$ cat config.mk
export PLATFORM = sky130hd
export DESIGN_NAME = unified_mem_arbiter_flat
export DESIGN_NICKNAME = d
export VERILOG_FILES = /design/src/rtl/unified_mem_arbiter_pkg.sv /design/src/rtl/unified_mem_arbiter_if.sv /design/src/rtl/unified_mem_arbiter_timer.sv /design/src/rtl/unified_mem_arbiter.sv /design/src/flat_wrapper.sv
export SDC_FILE = /design/constraint.sdc
export NUM_CORES = 1
export LEC_CHECK = 0
export BUFFER_PORTS_ARGS = -buffer_cell sky130_fd_sc_hd__buf_2
export CAP_MARGIN = 20
export CORE_AREA = 2 2 190 192
export CTS_BUF_LIST = sky130_fd_sc_hd__clkbuf_4 sky130_fd_sc_hd__clkbuf_8
export DETAILED_ROUTE_END_ITERATION = 10
export DIE_AREA = 0 0 192 194
export GPL_TIMING_DRIVEN = 1
export PLACE_DENSITY = 0.66
export SETUP_SLACK_MARGIN = 0.5
export SLEW_MARGIN = 40
export SYNTH_ARGS = -nofsm -noshare
export SYNTH_HDL_FRONTEND = slang
export SYNTH_HIERARCHICAL = 1
export SYNTH_SLANG_ARGS = --single-unit
export TNS_END_PERCENT = 50
$ cat constraint.sdc
create_clock -name clk -period 2.41 [get_ports clk]
set_clock_uncertainty 0.1 [all_clocks]
set_input_delay 0 -clock clk [delete_from_list [all_inputs] [get_ports clk]]
set_output_delay 0 -clock clk [all_outputs]
set_load 0.01 [all_outputs]
$ cat src/rtl/unified_mem_arbiter_pkg.sv
// Shared types for the unified instruction/data memory arbiter: FSM states,
// access owner encoding, timer width and the fetch half-word selector.
package unified_mem_arbiter_pkg;

  localparam int TMR_W   = 16;
  localparam int INSTR_W = 32;

  typedef enum logic [1:0] {
    ST_IDLE    = 2'd0,
    ST_BUSY_IF = 2'd1,
    ST_BUSY_D  = 2'd2,
    ST_RESP    = 2'd3
  } arb_state_e;

  typedef enum logic {
    OWN_IF = 1'b0,
    OWN_D  = 1'b1
  } owner_e;

  // A fetch returns the 32-bit instruction half picked by address bit 2.
  function automatic logic [INSTR_W-1:0] fetch_half(input logic [63:0] word,
                                                    input logic        hi);
    return hi ? word[63:32] : word[31:0];
  endfunction

endpackage

$ cat src/rtl/unified_mem_arbiter_if.sv
// Core-side (fetch + load/store) and memory-side buses of the arbiter.
// The arbiter is the slave of the core bus and the master of the memory bus.
interface core_mem_if #(
  parameter int ADDR_W = 64,
  parameter int DATA_W = 64
);
  logic              if_req;
  logic [ADDR_W-1:0] if_addr;
  logic [31:0]       if_rdata;
  logic              if_valid;
  logic              if_err;
  logic              d_req;
  logic              d_we;
  logic [ADDR_W-1:0] d_addr;
  logic [DATA_W-1:0] d_wdata;
  logic [DATA_W-1:0] d_rdata;
  logic              d_valid;
  logic              d_err;
  logic              stall;

  modport master (
    output if_req, if_addr, d_req, d_we, d_addr, d_wdata,
    input  if_rdata, if_valid, if_err, d_rdata, d_valid, d_err, stall
  );

  modport slave (
    input  if_req, if_addr, d_req, d_we, d_addr, d_wdata,
    output if_rdata, if_valid, if_err, d_rdata, d_valid, d_err, stall
  );
endinterface

interface mem_bus_if #(
  parameter int ADDR_W = 64,
  parameter int DATA_W = 64
);
  logic              mem_req;
  logic              mem_we;
  logic [ADDR_W-1:0] mem_addr;
  logic [DATA_W-1:0] mem_wdata;
  logic [DATA_W-1:0] mem_rdata;
  logic              mem_ack;

  modport master (
    output mem_req, mem_we, mem_addr, mem_wdata,
    input  mem_rdata, mem_ack
  );

  modport slave (
    input  mem_req, mem_we, mem_addr, mem_wdata,
    output mem_rdata, mem_ack
  );
endinterface

$ cat src/rtl/unified_mem_arbiter_timer.sv
// Loadable up-counter with clear and enable; o_tc flags the TIMEOUT-th
// counted cycle so the owner sees exactly TIMEOUT cycles of mem_req.
module unified_mem_arbiter_timer
  import unified_mem_arbiter_pkg::*;
#(
  parameter int TIMEOUT = 255
) (
  input  logic             clk,
  input  logic             reset,
  input  logic             i_clr,
  input  logic             i_load,
  input  logic [TMR_W-1:0] i_load_val,
  input  logic             i_en,
  output logic             o_tc
);

  localparam logic [TMR_W-1:0] TC_VAL = TMR_W'(TIMEOUT - 1);

  logic [TMR_W-1:0] r_count;

  // NOTE: sequential state is assigned with <= only, so every reader in the
  // same edge sees the pre-edge value regardless of block ordering.
  always_ff @(posedge clk or negedge reset) begin
    if (!reset) begin
      r_count <= '0;
    end else if (i_clr) begin
      r_count <= '0;
    end else if (i_load) begin
      r_count <= i_load_val;
    end else if (i_en) begin
      r_count <= r_count + 1'b1;
    end
  end

  assign o_tc = (r_count == TC_VAL);

endmodule

$ cat src/rtl/unified_mem_arbiter.sv
// Arbitrates fetch and load/store accesses onto one variable-latency memory,
// one access outstanding at a time, with timeout and core stall generation.
module unified_mem_arbiter
  import unified_mem_arbiter_pkg::*;
#(
  parameter int ADDR_W       = 64,
  parameter int DATA_W       = 64,
  parameter int TIMEOUT      = 255,
  parameter int D_STREAK_MAX = 4
) (
  input  logic       clk,
  input  logic       reset,
  core_mem_if.slave  core,
  mem_bus_if.master  mem
);

  localparam int                  STREAK_W   = $clog2(D_STREAK_MAX + 1);
  localparam logic [STREAK_W-1:0] STREAK_CAP = STREAK_W'(D_STREAK_MAX);
  localparam logic [ADDR_W-1:0]   ALIGN_MASK = ~ADDR_W'(7);

  arb_state_e          r_state;
  owner_e              r_owner;
  logic [ADDR_W-1:0]   r_addr;
  logic                r_we;
  logic [DATA_W-1:0]   r_wdata;
  logic                r_mem_req;
  logic [STREAK_W-1:0] r_streak;
  logic                r_if_valid;
  logic                r_if_err;
  logic [INSTR_W-1:0]  r_if_rdata;
  logic                r_d_valid;
  logic                r_d_err;
  logic [DATA_W-1:0]   r_d_rdata;

  logic                w_busy;
  logic                w_misaligned;
  logic                w_grant_d;
  logic                w_grant_if;
  logic                w_tc;
  logic                w_done;
  logic [DATA_W-1:0]   w_word;

  assign w_busy       = (r_state == ST_BUSY_IF) || (r_state == ST_BUSY_D);
  assign w_misaligned = core.d_req && (core.d_addr[2:0] != 3'b000);
  // Data has priority until it has starved a pending fetch D_STREAK_MAX times.
  assign w_grant_d    = core.d_req && !w_misaligned &&
                        (!core.if_req || (r_streak != STREAK_CAP));
  assign w_grant_if   = core.if_req && !w_misaligned && !w_grant_d;
  assign w_done       = mem.mem_ack || w_tc;
  assign w_word       = mem.mem_ack ? mem.mem_rdata : '0;

  unified_mem_arbiter_timer #(
    .TIMEOUT (TIMEOUT)
  ) u_timer (
    .clk        (clk),
    .reset      (reset),
    .i_clr      (!w_busy),
    .i_load     (1'b0),
    .i_load_val ('0),
    .i_en       (w_busy && !mem.mem_ack),
    .o_tc       (w_tc)
  );

  always_ff @(posedge clk or negedge reset) begin
    if (!reset) begin
      r_state    <= ST_IDLE;
      r_owner    <= OWN_IF;
      r_addr     <= '0;
      r_we       <= 1'b0;
      r_wdata    <= '0;
      r_mem_req  <= 1'b0;
      r_streak   <= '0;
      r_if_valid <= 1'b0;
      r_if_err   <= 1'b0;
      r_if_rdata <= '0;
      r_d_valid  <= 1'b0;
      r_d_err    <= 1'b0;
      r_d_rdata  <= '0;
    end else begin
      r_if_valid <= 1'b0;
      r_if_err   <= 1'b0;
      r_d_valid  <= 1'b0;
      r_d_err    <= 1'b0;

      unique case (r_state)
        ST_IDLE: begin
          if (!core.if_req) r_streak <= '0;

          if (w_misaligned) begin
            r_owner   <= OWN_D;
            r_d_valid <= 1'b1;
            r_d_err   <= 1'b1;
            r_d_rdata <= '0;
            r_state   <= ST_RESP;
          end else if (w_grant_d) begin
            r_owner   <= OWN_D;
            r_addr    <= core.d_addr;
            r_we      <= core.d_we;
            r_wdata   <= core.d_wdata;
            r_mem_req <= 1'b1;
            r_state   <= ST_BUSY_D;
            if (core.if_req && (r_streak != STREAK_CAP)) r_streak <= r_streak + 1'b1;
          end else if (w_grant_if) begin
            r_owner   <= OWN_IF;
            r_addr    <= core.if_addr;
            r_we      <= 1'b0;
            r_wdata   <= '0;
            r_mem_req <= 1'b1;
            r_state   <= ST_BUSY_IF;
            r_streak  <= '0;
          end
        end

        ST_BUSY_IF, ST_BUSY_D: begin
          if (w_done) begin
            r_mem_req <= 1'b0;
            r_state   <= ST_RESP;
            if (r_owner == OWN_IF) begin
              r_if_valid <= 1'b1;
              r_if_err   <= !mem.mem_ack;
              r_if_rdata <= fetch_half(w_word, r_addr[2]);
            end else begin
              r_d_valid <= 1'b1;
              r_d_err   <= !mem.mem_ack;
              r_d_rdata <= r_we ? '0 : w_word;
            end
          end
        end

        default: r_state <= ST_IDLE;
      endcase
    end
  end

  assign mem.mem_req   = r_mem_req;
  assign mem.mem_we    = r_we;
  assign mem.mem_addr  = r_addr & ALIGN_MASK;
  assign mem.mem_wdata = r_wdata;

  assign core.if_valid = r_if_valid;
  assign core.if_err   = r_if_err;
  assign core.if_rdata = r_if_rdata;
  assign core.d_valid  = r_d_valid;
  assign core.d_err    = r_d_err;
  assign core.d_rdata  = r_d_rdata;
  // The core must stall in the very cycle it raises a request.
  assign core.stall    = (core.if_req & ~r_if_valid) | (core.d_req & ~r_d_valid);

endmodule

$ cat src/flat_wrapper.sv
// flat-port wrapper written by rule: the top's interface ports become plain ports
module unified_mem_arbiter_flat import unified_mem_arbiter_pkg::*;
#(
  parameter int ADDR_W       = 64,
  parameter int DATA_W       = 64,
  parameter int TIMEOUT      = 255,
  parameter int D_STREAK_MAX = 4
)
  (clk, reset, core_if_req, core_if_addr, core_d_req, core_d_we, core_d_addr, core_d_wdata, core_if_rdata, core_if_valid, core_if_err, core_d_rdata, core_d_valid, core_d_err, core_stall, mem_mem_req, mem_mem_we, mem_mem_addr, mem_mem_wdata, mem_mem_rdata, mem_mem_ack);
  core_mem_if #(.ADDR_W(ADDR_W), .DATA_W(DATA_W)) core_i ();
  mem_bus_if #(.ADDR_W(ADDR_W), .DATA_W(DATA_W)) mem_i ();
  input  logic clk;
  input  logic reset;
  input wire logic [$bits(core_i.if_req)-1:0] core_if_req;
  input wire logic [$bits(core_i.if_addr)-1:0] core_if_addr;
  input wire logic [$bits(core_i.d_req)-1:0] core_d_req;
  input wire logic [$bits(core_i.d_we)-1:0] core_d_we;
  input wire logic [$bits(core_i.d_addr)-1:0] core_d_addr;
  input wire logic [$bits(core_i.d_wdata)-1:0] core_d_wdata;
  output wire logic [$bits(core_i.if_rdata)-1:0] core_if_rdata;
  output wire logic [$bits(core_i.if_valid)-1:0] core_if_valid;
  output wire logic [$bits(core_i.if_err)-1:0] core_if_err;
  output wire logic [$bits(core_i.d_rdata)-1:0] core_d_rdata;
  output wire logic [$bits(core_i.d_valid)-1:0] core_d_valid;
  output wire logic [$bits(core_i.d_err)-1:0] core_d_err;
  output wire logic [$bits(core_i.stall)-1:0] core_stall;
  output wire logic [$bits(mem_i.mem_req)-1:0] mem_mem_req;
  output wire logic [$bits(mem_i.mem_we)-1:0] mem_mem_we;
  output wire logic [$bits(mem_i.mem_addr)-1:0] mem_mem_addr;
  output wire logic [$bits(mem_i.mem_wdata)-1:0] mem_mem_wdata;
  input wire logic [$bits(mem_i.mem_rdata)-1:0] mem_mem_rdata;
  input wire logic [$bits(mem_i.mem_ack)-1:0] mem_mem_ack;
  assign core_i.if_req = core_if_req;
  assign core_i.if_addr = core_if_addr;
  assign core_i.d_req = core_d_req;
  assign core_i.d_we = core_d_we;
  assign core_i.d_addr = core_d_addr;
  assign core_i.d_wdata = core_d_wdata;
  assign core_if_rdata = core_i.if_rdata;
  assign core_if_valid = core_i.if_valid;
  assign core_if_err = core_i.if_err;
  assign core_d_rdata = core_i.d_rdata;
  assign core_d_valid = core_i.d_valid;
  assign core_d_err = core_i.d_err;
  assign core_stall = core_i.stall;
  assign mem_mem_req = mem_i.mem_req;
  assign mem_mem_we = mem_i.mem_we;
  assign mem_mem_addr = mem_i.mem_addr;
  assign mem_mem_wdata = mem_i.mem_wdata;
  assign mem_i.mem_rdata = mem_mem_rdata;
  assign mem_i.mem_ack = mem_mem_ack;
  unified_mem_arbiter #(.ADDR_W(ADDR_W), .DATA_W(DATA_W), .TIMEOUT(TIMEOUT), .D_STREAK_MAX(D_STREAK_MAX)) u_core (.clk(clk), .reset(reset), .core(core_i), .mem(mem_i));
endmodule
==> results of run 1 <==
## per-layer routing
metal	GRT usage	wire length (µm)	vias to the layer above
li1	-	-	5553
met1	0.239	15900	5474
met4	0.125	2210	0
met5	0	0	-
met2	0.358	20300	552
met3	0.0510	3120	166
## placed cells by master (no fill, tap or decap), types with 22 or more instances in the layout
master / synthesis / layout
buf_2: 32 / 486
buf_4: 64 / 40
clkbuf_8: 0 / 58
conb_1: 1 / 22
dfrtp_1: 250 / 249
dlygate4sd3_1: 0 / 262
mux2_2: 33 / 33
mux2i_1: 63 / 62
nand2_1: 398 / 396
o21ai_0: 170 / 107
o21ai_1: 58 / 118
## metrics by stage
step / instance area, µm² / power (µW)
3_3_place_gp: 14400 / 12900
5_1_grt: 18400 / 19500
3_5_place_dp: 14400 / 13100
6_report: 18400 / 18300
2_1_floorplan: 11800 / 10900
4_1_cts: 18100 / 18100
## cell families (layout without fill, tap and decap cells)
family,Yosys count,after routing,share of synthesized area
DFF,250,250,0.538
buffers and inverters,168,906,0.0797
adders and majority gates,6,6,0.00646
other,1,23,0.000323
muxes,96,96,0.0862
AOI/OAI and AO/OA,272,272,0.124
xor gates and xnor gates,12,12,0.00904
and+or+nand+nor,453,458,0.156
## cell type report
type,instances,share of cell area
antenna,1,0.000136
clock buffer,64,0.0459
clock inverter,14,0.00837
inverter,21,0.00429
multi-input combinational,866,0.259
sequential,250,0.340
tap,461,0.0314
timing repair buffer,807,0.311
## worst reg2reg max path, cell delays in order, from the launching register on
cell and delay [ns]:
dfrtp_1 0.40, nor4_2 0.26, nand2_1 0.13, nor4_4 0.32
o211ai_1 0.18, a22o_4 0.33, buf_16 0.19, o21ai_0 0.21
## path summary, 6_finish.rpt
path / from / end / cells past startpoint / slack, ns
worst max-delay path: u_core/u_timer/r_count[14] / u_core/core.d_rdata[7] / 7 / 0.17
min in group asynchronous: reset / u_core/core.d_rdata[10] / 3 / 0.47
max in group asynchronous: reset / u_core/r_addr[44] / 4 / 0.99
worst min-delay path: core_d_addr[1] / u_core/mem.mem_wdata[60] / 5 / 0.07
worst min register to register: u_core/r_addr[22] / u_core/r_addr[22] / 2 / 0.37
worst max register to register: u_core/u_timer/r_count[14] / u_core/core.d_rdata[7] / 7 / 0.17
## where the power goes
part	switching (µW)	total [µW]	internal, µW
Sequential	836	6490	5650
Clock	1790	4370	2570
Combinational	4320	7450	3130
## flip-flops by register name, summed over array words and instances, names as in the netlist, 2 cells and up
register and count:
u_core/u_timer/r_count 16, u_core/core.d_rdata 64, u_core/mem.mem_wdata 64, u_core/r_streak 3, u_core/r_state 2, u_core/core.if_rdata 32
u_core/r_addr 62
## timing repair
action / CTS / global route
gates cloned: 4 / 2
pin swaps: 9 / 12
setup buffers: 4 / 14
resized for setup: 15 / 30
hold endpoints to repair: 483 / 0
hold buffers: 262 / 0
setup endpoints to repair: 169 / 243
==> results.sh, run 1 <==
export IMPL_outcome="complete, no violations"
export IMPL_area_growth_pct=58.2
export IMPL_ys_ff_latch=250
export IMPL_dp_slack_ns=0.0139
export IMPL_arrival_ns=2.60
export IMPL_synthFlopType="dfrtp_1"
export IMPL_h_tree_depth=2
export IMPL_fmaxAchievable_mhz=446
export IMPL_max_cap_violations=0
export IMPL_yosysMostFrequentCell="nand2_1"
export IMPL_grt_max_degree=75
export IMPL_peakVddDrop_uv=664
export IMPL_finalCriticalPeriod_ns=2.24
export IMPL_crit_family="compound AO/OA/AOI/OAI gates"
export IMPL_worst_slew_pin_transition_ns=0.801
export IMPL_routed_via_count=11700
export IMPL_drv_slew=0
export IMPL_power_density_mw_per_mm2=995
export IMPL_seq_area_frac_synth=0.538
export IMPL_ant_nets=0
export IMPL_setup_violations=0
export IMPL_rows=69
export IMPL_io_buffers=487
export IMPL_fp_coreArea_mm2=0.0352
export IMPL_netlist_area_mm2=0.0116
export IMPL_cpMaxStageDelayCell="dfrtp_1"
export IMPL_grt_pass1_wl_mm=62.9
export IMPL_syn_area_per_cell_um2=9.24
export IMPL_dieArea_mm2=0.0372
export IMPL_drt_iter0_drc=610
export IMPL_yosysTopAreaCellShare=0.538
export IMPL_crit_path_start_kind="register"
export IMPL_dieHeight_um=194
export IMPL_gr_total_overflow=0
export IMPL_fin_nets=2257
export IMPL_synthTopCellsByArea="dfrtp_1, nand2_1, o21ai_0"
export IMPL_placedCellCount=2119
export IMPL_p_leak_uw=0.00949
export IMPL_cts_sinks=250
export IMPL_drt_drc_violations_left=0
export IMPL_clk_pin_slew_ns=0.06
export IMPL_regArea_mm2=0.00626
export IMPL_drive_above_1_share=0.341
export IMPL_syn_inst=1258
export IMPL_post_route_util=0.522
export IMPL_hold_worst_slack_ns=0.0704
export IMPL_final_setup_worst_slack_ns=0.166
export IMPL_final_cells=2484
export IMPL_grt_pass1_vias=12200
export IMPL_synth_commonest_cells="nand2_1, dfrtp_1, o21ai_0, buf_4, mux2i_1"
export IMPL_num_io_pins=493
export IMPL_cts_buffers=43
export IMPL_clock_path_buffers=3
export IMPL_grt_antenna_before_repair=1
export IMPL_fillCellCount=3045
export IMPL_synth_largest_area_cell="dfrtp_1"
export IMPL_wl_mm=41.5
export IMPL_worstPathCellList="nor4_2, nand2_1, nor4_4, o211ai_1, a22o_4, buf_16, o21ai_0"
export IMPL_hp_class="in -> reg"
export IMPL_grt_setup_unrepaired="yes"
export IMPL_track_usage=0.211
export IMPL_ys_types=43
export IMPL_finalSetupTns_ns=0
export IMPL_fin_crit_sh=0.931
export IMPL_die_x_um=192
export IMPL_maxSlewHeadroom=0.464
export IMPL_cts_root_buf="clkbuf_8"
export IMPL_drt_pass1_iterations=5
export IMPL_synth_edff_count=0
export IMPL_hpwl_mm=25.1
export IMPL_initial_core_util=0.330
export IMPL_multi_input_area_mm2=0.00476
export IMPL_cp_data_required_time_ns=2.76
export IMPL_crit_path_max_fanout=28
export IMPL_cpPeakStageDelay_ns=0.40
export IMPL_synthArstFlopShare=1.00
export IMPL_critPathKind="reg -> reg"
export IMPL_cts_tree="built"
export IMPL_critPathCaptureType="register"
export IMPL_cp_buffers_inverters=1
export IMPL_synth_warnings=6
export IMPL_wl_per_cell_um=16.7
export IMPL_clk_latency_ns=0.57
export IMPL_vias_per_cell=4.73
export IMPL_hold_viol=0
export IMPL_gp_congestion=0.897
Power figures use the tool's default switching activity.
==> run 2: changes to the inputs <==
--- a/config.mk
+++ b/config.mk
@@ -7,16 +7,15 @@
 export LEC_CHECK = 0
 export BUFFER_PORTS_ARGS = -buffer_cell sky130_fd_sc_hd__buf_2
 export CAP_MARGIN = 20
-export CORE_AREA = 2 2 190 192
+export CORE_AREA = 2 2 191 193
 export CTS_BUF_LIST = sky130_fd_sc_hd__clkbuf_4 sky130_fd_sc_hd__clkbuf_8
 export DETAILED_ROUTE_END_ITERATION = 10
-export DIE_AREA = 0 0 192 194
+export DIE_AREA = 0 0 193 195
 export GPL_TIMING_DRIVEN = 1
-export PLACE_DENSITY = 0.66
+export PLACE_DENSITY = 0.64
 export SETUP_SLACK_MARGIN = 0.5
 export SLEW_MARGIN = 40
 export SYNTH_ARGS = -nofsm -noshare
 export SYNTH_HDL_FRONTEND = slang
-export SYNTH_HIERARCHICAL = 1
 export SYNTH_SLANG_ARGS = --single-unit
 export TNS_END_PERCENT = 50
==> run 2 against run 1 <==
Core utilization shrank 0.89 points. Largest cell class unchanged. Power fell by 4.1%. Sequential share of layout area is 0.42 points higher. Maximum frequency down 4.1%. Flip-flop and latch count stayed put. Cell count decreased by 8.5%. Clock-buffer cell count grew 6. Non-clock buffer count grew 28. Critical endpoint is now u_core.core.d_rdata[63].
==> results.sh, run 2 <==
export IMPL_num_io_pins=493
export IMPL_wl_per_cell_um=18.1
export IMPL_seq_area_frac_synth=0.565
export IMPL_arrival_ns=2.70
export IMPL_drv_slew=0
export IMPL_worst_slew_pin_transition_ns=0.657
export IMPL_synth_edff_count=0
export IMPL_peakVddDrop_uv=954
export IMPL_clock_path_buffers=3
export IMPL_ys_ff_latch=250
export IMPL_hpwl_mm=24.0
export IMPL_hold_viol=0
export IMPL_gp_congestion=0.800
export IMPL_critPathCaptureType="register"
export IMPL_r2r_start="u_core.u_timer.r_count[10]"
export IMPL_grt_setup_unrepaired="yes"
export IMPL_track_usage=0.203
export IMPL_layout_commonest_cell="buf_2"
export IMPL_clk_pin_slew_ns=0.06
export IMPL_grt_antenna_before_repair=0
export IMPL_p_leak_uw=0.00906
export IMPL_fp_coreArea_mm2=0.0354
export IMPL_wl_mm=41.0
export IMPL_grt_pass1_vias=11300
export IMPL_hp_class="in -> reg"
export IMPL_synthFlopType="dfrtp_1"
export IMPL_synth_warnings=0
export IMPL_dp_slack_ns=0.0252
export IMPL_hold_worst_slack_ns=0.0959
export IMPL_finalSetupTns_ns=0
export IMPL_ant_nets=0
export IMPL_area_growth_pct=63.9
export IMPL_worstHoldStart="mem_mem_rdata[62]"
export IMPL_fmaxAchievable_mhz=427
export IMPL_cp_data_required_time_ns=2.77
export IMPL_die_x_um=193
export IMPL_synthArstFlopShare=1.00
export IMPL_crit_path_max_fanout=32
export IMPL_rows=69
export IMPL_min_path_cells=3
export IMPL_yosysTopAreaCellShare=0.565
export IMPL_drt_drc_violations_left=0
export IMPL_grt_max_degree=77
export IMPL_synth_largest_area_cell="dfrtp_1"
export IMPL_outcome="complete, no violations"
export IMPL_dieArea_mm2=0.0376
export IMPL_critPathKind="reg -> reg"
export IMPL_initial_core_util=0.313
export IMPL_gr_total_overflow=0
export IMPL_cts_buffers=45
export IMPL_vias_per_cell=4.78
export IMPL_hold_path_end="u_core.core.d_rdata[62]"
export IMPL_syn_area_per_cell_um2=10.8
export IMPL_power_density_mw_per_mm2=967
export IMPL_fin_nets=2045
export IMPL_yosysMostFrequentCell="dfrtp_1"
export IMPL_finalCriticalPeriod_ns=2.34
export IMPL_grt_pass1_wl_mm=60.1
export IMPL_ys_types=46
export IMPL_final_setup_worst_slack_ns=0.0697
export IMPL_maxSlewHeadroom=0.562
export IMPL_netlist_area_mm2=0.0111
export IMPL_dieHeight_um=195
export IMPL_synth_commonest_cells="dfrtp_1, nand2_1, o21ai_0, mux2i_1, buf_4"
export IMPL_cts_sinks=250
export IMPL_num_antenna_cells=0
export IMPL_crit_path_start_kind="register"
export IMPL_placedCellCount=1890
export IMPL_rrSetupSlack_ns=0.07
export IMPL_clk_latency_ns=0.58
export IMPL_cts_tree="built"
export IMPL_fillCellCount=2999
export IMPL_routed_via_count=10900
export IMPL_max_cap_violations=0
export IMPL_cts_root_buf="clkbuf_8"
export IMPL_io_buffers=487
export IMPL_reg2reg_to="u_core.core.d_rdata[63]"
export IMPL_drt_iter0_drc=502
export IMPL_drt_pass1_iterations=4
export IMPL_fin_crit_sh=0.971
export IMPL_setup_violations=0
export IMPL_r2r_cells=5
export IMPL_final_cell_mix="buf_2, dlygate4sd3_1, dfrtp_1"
export IMPL_syn_inst=1027
export IMPL_final_cells=2272
export IMPL_drive_above_1_share=0.375
export IMPL_synthTopCellsByArea="dfrtp_1, mux2i_1, nand2_1"
export IMPL_h_tree_depth=2
run 2: cell types whose count changed after synthesis, moves of 30 or more:
cell / change
mux2i_1: +30
mux2_2: -33
a22o_1: +58
o21ai_0: -31
o21ai_1: -58
o2bb2ai_1: +32
nand2_1: -190
run 2: cell families (layout without fill, tap and decap cells):
| logic type | count (synthesis) | in the layout | share of synthesized area |
|---|---|---|---|
| AND/OR/NAND/NOR | 265 | 265 | 0.104 |
| AO/OA/AOI/OAI | 253 | 253 | 0.151 |
| flip-flops | 250 | 250 | 0.565 |
| buffers and inverters | 146 | 928 | 0.0787 |
| multiplexers | 93 | 93 | 0.0840 |
| XOR/XNOR | 13 | 13 | 0.0103 |
| adder cells (fa/ha/maj) | 6 | 6 | 0.00677 |
| other | 1 | 3 | 0.000338 |
run 2: per-layer routing:
metal	global-route usage	share of wire
met5	0	0
met4	0.109	0.044
met3	0.0458	0.078
met2	0.352	0.50
met1	0.230	0.38
run 2: area by class of cell:
cell class | instances | area [µm²] | area share
Clock buffer | 70 | 882 | 0.0486
Clock inverter | 11 | 136 | 0.00751
Inverter | 12 | 45.0 | 0.00248
Multi-Input combinational cell | 633 | 4080 | 0.224
Sequential cell | 250 | 6260 | 0.345
Tap cell | 461 | 577 | 0.0318
Timing Repair Buffer | 835 | 6190 | 0.341
run 2: how the worst max path moves through the flow:
stage | from | end | depth (start not counted)
6_report | u_core.u_timer.r_count[10] | u_core.core.d_rdata[63] | 5
4_1_cts | u_core.u_timer.r_count[10] | u_core.core.d_rdata[63] | 5
2_1_floorplan | u_core.u_timer.r_count[8] | u_core.core.d_rdata[10] | 6
5_1_grt | u_core.u_timer.r_count[10] | u_core.core.d_rdata[63] | 5
3_3_place_gp | u_core.u_timer.r_count[10] | u_core.core.d_rdata[1] | 5
3_5_place_dp | u_core.u_timer.r_count[10] | u_core.core.d_rdata[0] | 5
run 2: metrics by stage:
step	total power (µW)	area (µm²)	utilization
finish	17600	18200	0.513
global route	18600	18200	0.513
CTS	17400	17700	0.500
detailed placement	12000	13800	0.390
global placement	11800	13800	0.390
floorplan	10200	11100	-
run 2: repair_timing:
item | 4_1_cts | 5_1_grt
gates resized for setup | 10 | 33
buffers inserted | 5 | 20
hold buffers | 264 | 0
hold endpoints to repair | 490 | 0
setup endpoints to repair | 175 | 209
gates cloned | 5 | 7
pin swaps | 1 | 9
run 2: worst max-delay path: stages (launching register included):
cell     delay [ns]
dfrtp_1        0.37
or4b_4         0.55
o41a_1         0.34
or3_4          0.40
buf_12         0.20
a22o_2         0.25
run 2: report_power, final:
| part | internal [µW] | leakage, µW | switching, µW |
|---|---|---|---|
| clock | 2650 | 0.000540 | 1830 |
| combinational | 3160 | 0.00523 | 3680 |
| sequential | 5490 | 0.00329 | 742 |
| total | 11300 | 0.00906 | 6260 |
==> run 3: changes to the inputs <==
--- a/config.mk
+++ b/config.mk
@@ -5,14 +5,15 @@
 export SDC_FILE = /design/constraint.sdc
 export NUM_CORES = 1
 export LEC_CHECK = 0
+export ABC_AREA = 1
 export BUFFER_PORTS_ARGS = -buffer_cell sky130_fd_sc_hd__buf_2
 export CAP_MARGIN = 20
-export CORE_AREA = 2 2 191 193
+export CORE_AREA = 2 2 192 194
 export CTS_BUF_LIST = sky130_fd_sc_hd__clkbuf_4 sky130_fd_sc_hd__clkbuf_8
 export DETAILED_ROUTE_END_ITERATION = 10
-export DIE_AREA = 0 0 193 195
+export DIE_AREA = 0 0 194 196
 export GPL_TIMING_DRIVEN = 1
-export PLACE_DENSITY = 0.64
+export PLACE_DENSITY = 0.66
 export SETUP_SLACK_MARGIN = 0.5
 export SLEW_MARGIN = 40
 export SYNTH_ARGS = -nofsm -noshare
==> run 3 against run 2 <==
Worst setup slack better by 0.47 ns. Design area is 1.8% higher. Clock power decreased by 2%. Sequential power about the same. Flip-flop and latch count unchanged. Core utilization decreased by 0.067 points. Sequential share of layout area shrank 0.61 points. Die area is 1.0% higher. Worst hold slack got worse by 0.040 ns. Power up 13%.
==> results.sh, run 3 <==
export IMPL_outcome="complete, no violations"
export IMPL_synthAdderAreaFrac=0.00632
export IMPL_area_growth_pct=55.6
export IMPL_cts_root_buf="clkbuf_8"
export IMPL_cts_sinks=250
export IMPL_track_usage=0.237
export IMPL_yosysTopAreaCellShare=0.526
export IMPL_fmaxAchievable_mhz=534
export IMPL_finalSetupTns_ns=0
export IMPL_worst_slew_pin_transition_ns=0.726
export IMPL_drt_met1_wl_mm=18.5
export IMPL_hold_viol=0
export IMPL_synthFlopType="dfrtp_1"
export IMPL_gp_congestion=0.874
export IMPL_yosysMostFrequentCell="nand2_1"
export IMPL_cts_tree="built"
export IMPL_yosys_area_share_simple=0.228
export IMPL_cp_buffers_inverters=4
export IMPL_synth_edff_count=0
export IMPL_wl_per_cell_um=18.4
export IMPL_cts_buffers=45
export IMPL_grt_pass1_wl_mm=71.8
export IMPL_clk_latency_ns=0.60
export IMPL_worstPathCellList="inv_2, ha_4, inv_1, nand2_2, nand2_2, a21oi_4, buf_12, nand2_8, buf_4, nand2_1, o21ai_2"
export IMPL_die_x_um=194
export IMPL_grt_antenna_before_repair=1
export IMPL_synth_warnings=0
export IMPL_rows=70
export IMPL_fp_coreArea_mm2=0.0361
export IMPL_seq_area_frac_synth=0.526
export IMPL_route_met3_wl_mm=4.60
export IMPL_crit_family="buffers and inverters"
export IMPL_final_setup_worst_slack_ns=0.537
export IMPL_ant_nets=0
export IMPL_power_density_mw_per_mm2=1070
export IMPL_final_cell_mix="buf_2, nand2_1, dlygate4sd3_1"
export IMPL_cpPeakStageDelay_ns=0.40
export IMPL_synthMuxAreaShare=0
export IMPL_ys_ff_latch=250
export IMPL_fin_nets=2366
export IMPL_cp_common_cell="nand2_2"
export IMPL_wl_mm=47.9
export IMPL_initial_core_util=0.329
export IMPL_cp_data_required_time_ns=2.79
export IMPL_crit_path_max_fanout=6
export IMPL_critPathCaptureType="register"
export IMPL_drt_drc_violations_left=0
export IMPL_grt_pass1_vias=13200
export IMPL_maxSlewHeadroom=0.516
export IMPL_highest_layer="met4"
export IMPL_max_cap_violations=0
export IMPL_grt_setup_unrepaired="yes"
export IMPL_design_area_mm2=0.0185
export IMPL_synthArstFlopShare=1.00
export IMPL_worstHoldStart="core_d_wdata[15]"
export IMPL_p_total_uw=19800
export IMPL_drive_above_1_share=0.329
export IMPL_syn_area_per_cell_um2=8.45
export IMPL_critPathKind="reg -> reg"
export IMPL_gr_total_overflow=0
export IMPL_routed_via_count=12800
export IMPL_synth_largest_area_cell="dfrtp_1"
export IMPL_synth_top_family_by_area="simple AND/OR/NAND/NOR gates"
export IMPL_cpMaxStageDelayCell="dfrtp_1"
export IMPL_vias_per_cell=4.92
export IMPL_synth_commonest_cells="nand2_1, dfrtp_1, o21ai_1, nand3_1, nor2_1"
export IMPL_layout_commonest_cell="buf_2"
export IMPL_drv_slew=0
export IMPL_io_buffers=487
export IMPL_drt_pass1_iterations=5
export IMPL_crit_path_start_kind="register"
export IMPL_hold_worst_slack_ns=0.0557
export IMPL_netlist_area_mm2=0.0119
export IMPL_p_leak_uw=0.00963
export IMPL_hp_class="in -> reg"
export IMPL_syn_inst=1407
export IMPL_dp_slack_ns=0.284
export IMPL_ys_types=28
export IMPL_peakVddDrop_uv=725
export IMPL_setup_violations=0
export IMPL_dieHeight_um=196
export IMPL_h_tree_depth=2
export IMPL_drt_iter0_drc=892
export IMPL_clock_path_buffers=3
export IMPL_num_io_pins=493
export IMPL_clk_pin_slew_ns=0.06
export IMPL_arrival_ns=2.25
export IMPL_synth_xor_area_frac=0
export IMPL_synthTopCellsByArea="dfrtp_1, nand2_1, o21ai_1"
export IMPL_finalCriticalPeriod_ns=1.87
export IMPL_dieArea_mm2=0.0380
export IMPL_dpl_cell_area_mm2=0.0143
export IMPL_synth_compound_area_frac=0.137
export IMPL_fin_crit_sh=0.777
export IMPL_crit_start="u_core.r_state[1]"
export IMPL_r2r_start="u_core.r_state[1]"
export IMPL_grt_max_degree=117
export IMPL_wl_met2_mm=22.1
export IMPL_hpwl_mm=27.5
==> run 3: final timing paths <==
kind,to,slack [ns],cells past startpoint
max,u_core.core.d_rdata[54],0.54,11
min,u_core.mem.mem_wdata[15],0.06,4
max reg2reg,u_core.core.d_rdata[54],0.54,11
min reg2reg,u_core.mem.mem_wdata[37],0.37,2
max in group asynchronous,u_core.mem.mem_wdata[22],1.21,4
min in group asynchronous,u_core.core.if_rdata[0],0.44,4
==> run 3: layout make-up <==
class / count / area, µm²
multi-input combinational: 956 / 4560
timing repair buffer: 803 / 5950
clock inverter: 9 / 100
inverter: 42 / 160
fill: 3170 / 17600
sequential: 250 / 6260
antenna: 1 / 2.50
tap: 468 / 586
clock buffer: 68 / 873
==> run 3: worst min-delay path, delay by kind of cell <==
family | cells | cell delay, ns
buffers and inverters | 2 | 0.61
AND/OR/NAND/NOR | 2 | 0.11
==> run 3: cell families after synthesis <==
group	count (synthesis)
buffers and inverters	204
adder cells (fa/ha/maj)	6
AND/OR/NAND/NOR	664
flip-flops	250
other	1
AO/OA/AOI/OAI	282
==> run 3: per-layer routing <==
metal,vias up,track usage
met4,0,0.144
li1,5945,-
met1,5945,0.282
met2,746,0.375
met3,148,0.0746
met5,-,0
==> run 3: what timing repair did <==
| action | 4_1_cts | 5_1_grt |
|---|---|---|
| cloned | 5 | 7 |
| buffers inserted | 6 | 7 |
| endpoints found under the setup margin | 129 | 209 |
| hold endpoints to repair | 493 | 0 |
| hold buffers | 264 | 0 |
| pin swaps | 2 | 4 |
| gates resized for setup | 13 | 30 |
==> run 3: where the power goes <==
group	switching, µW	internal [µW]
clock	1870	2520
combinational	5450	3750
sequential	784	5430
==> run 3: metrics by stage <==
stage                     std cells   util
after global routing           2597  0.512
final                          2597  0.512
after CTS                      2583  0.504
after global placement         2231  0.396
after detailed placement       2231  0.396
after floorplan                1409      -
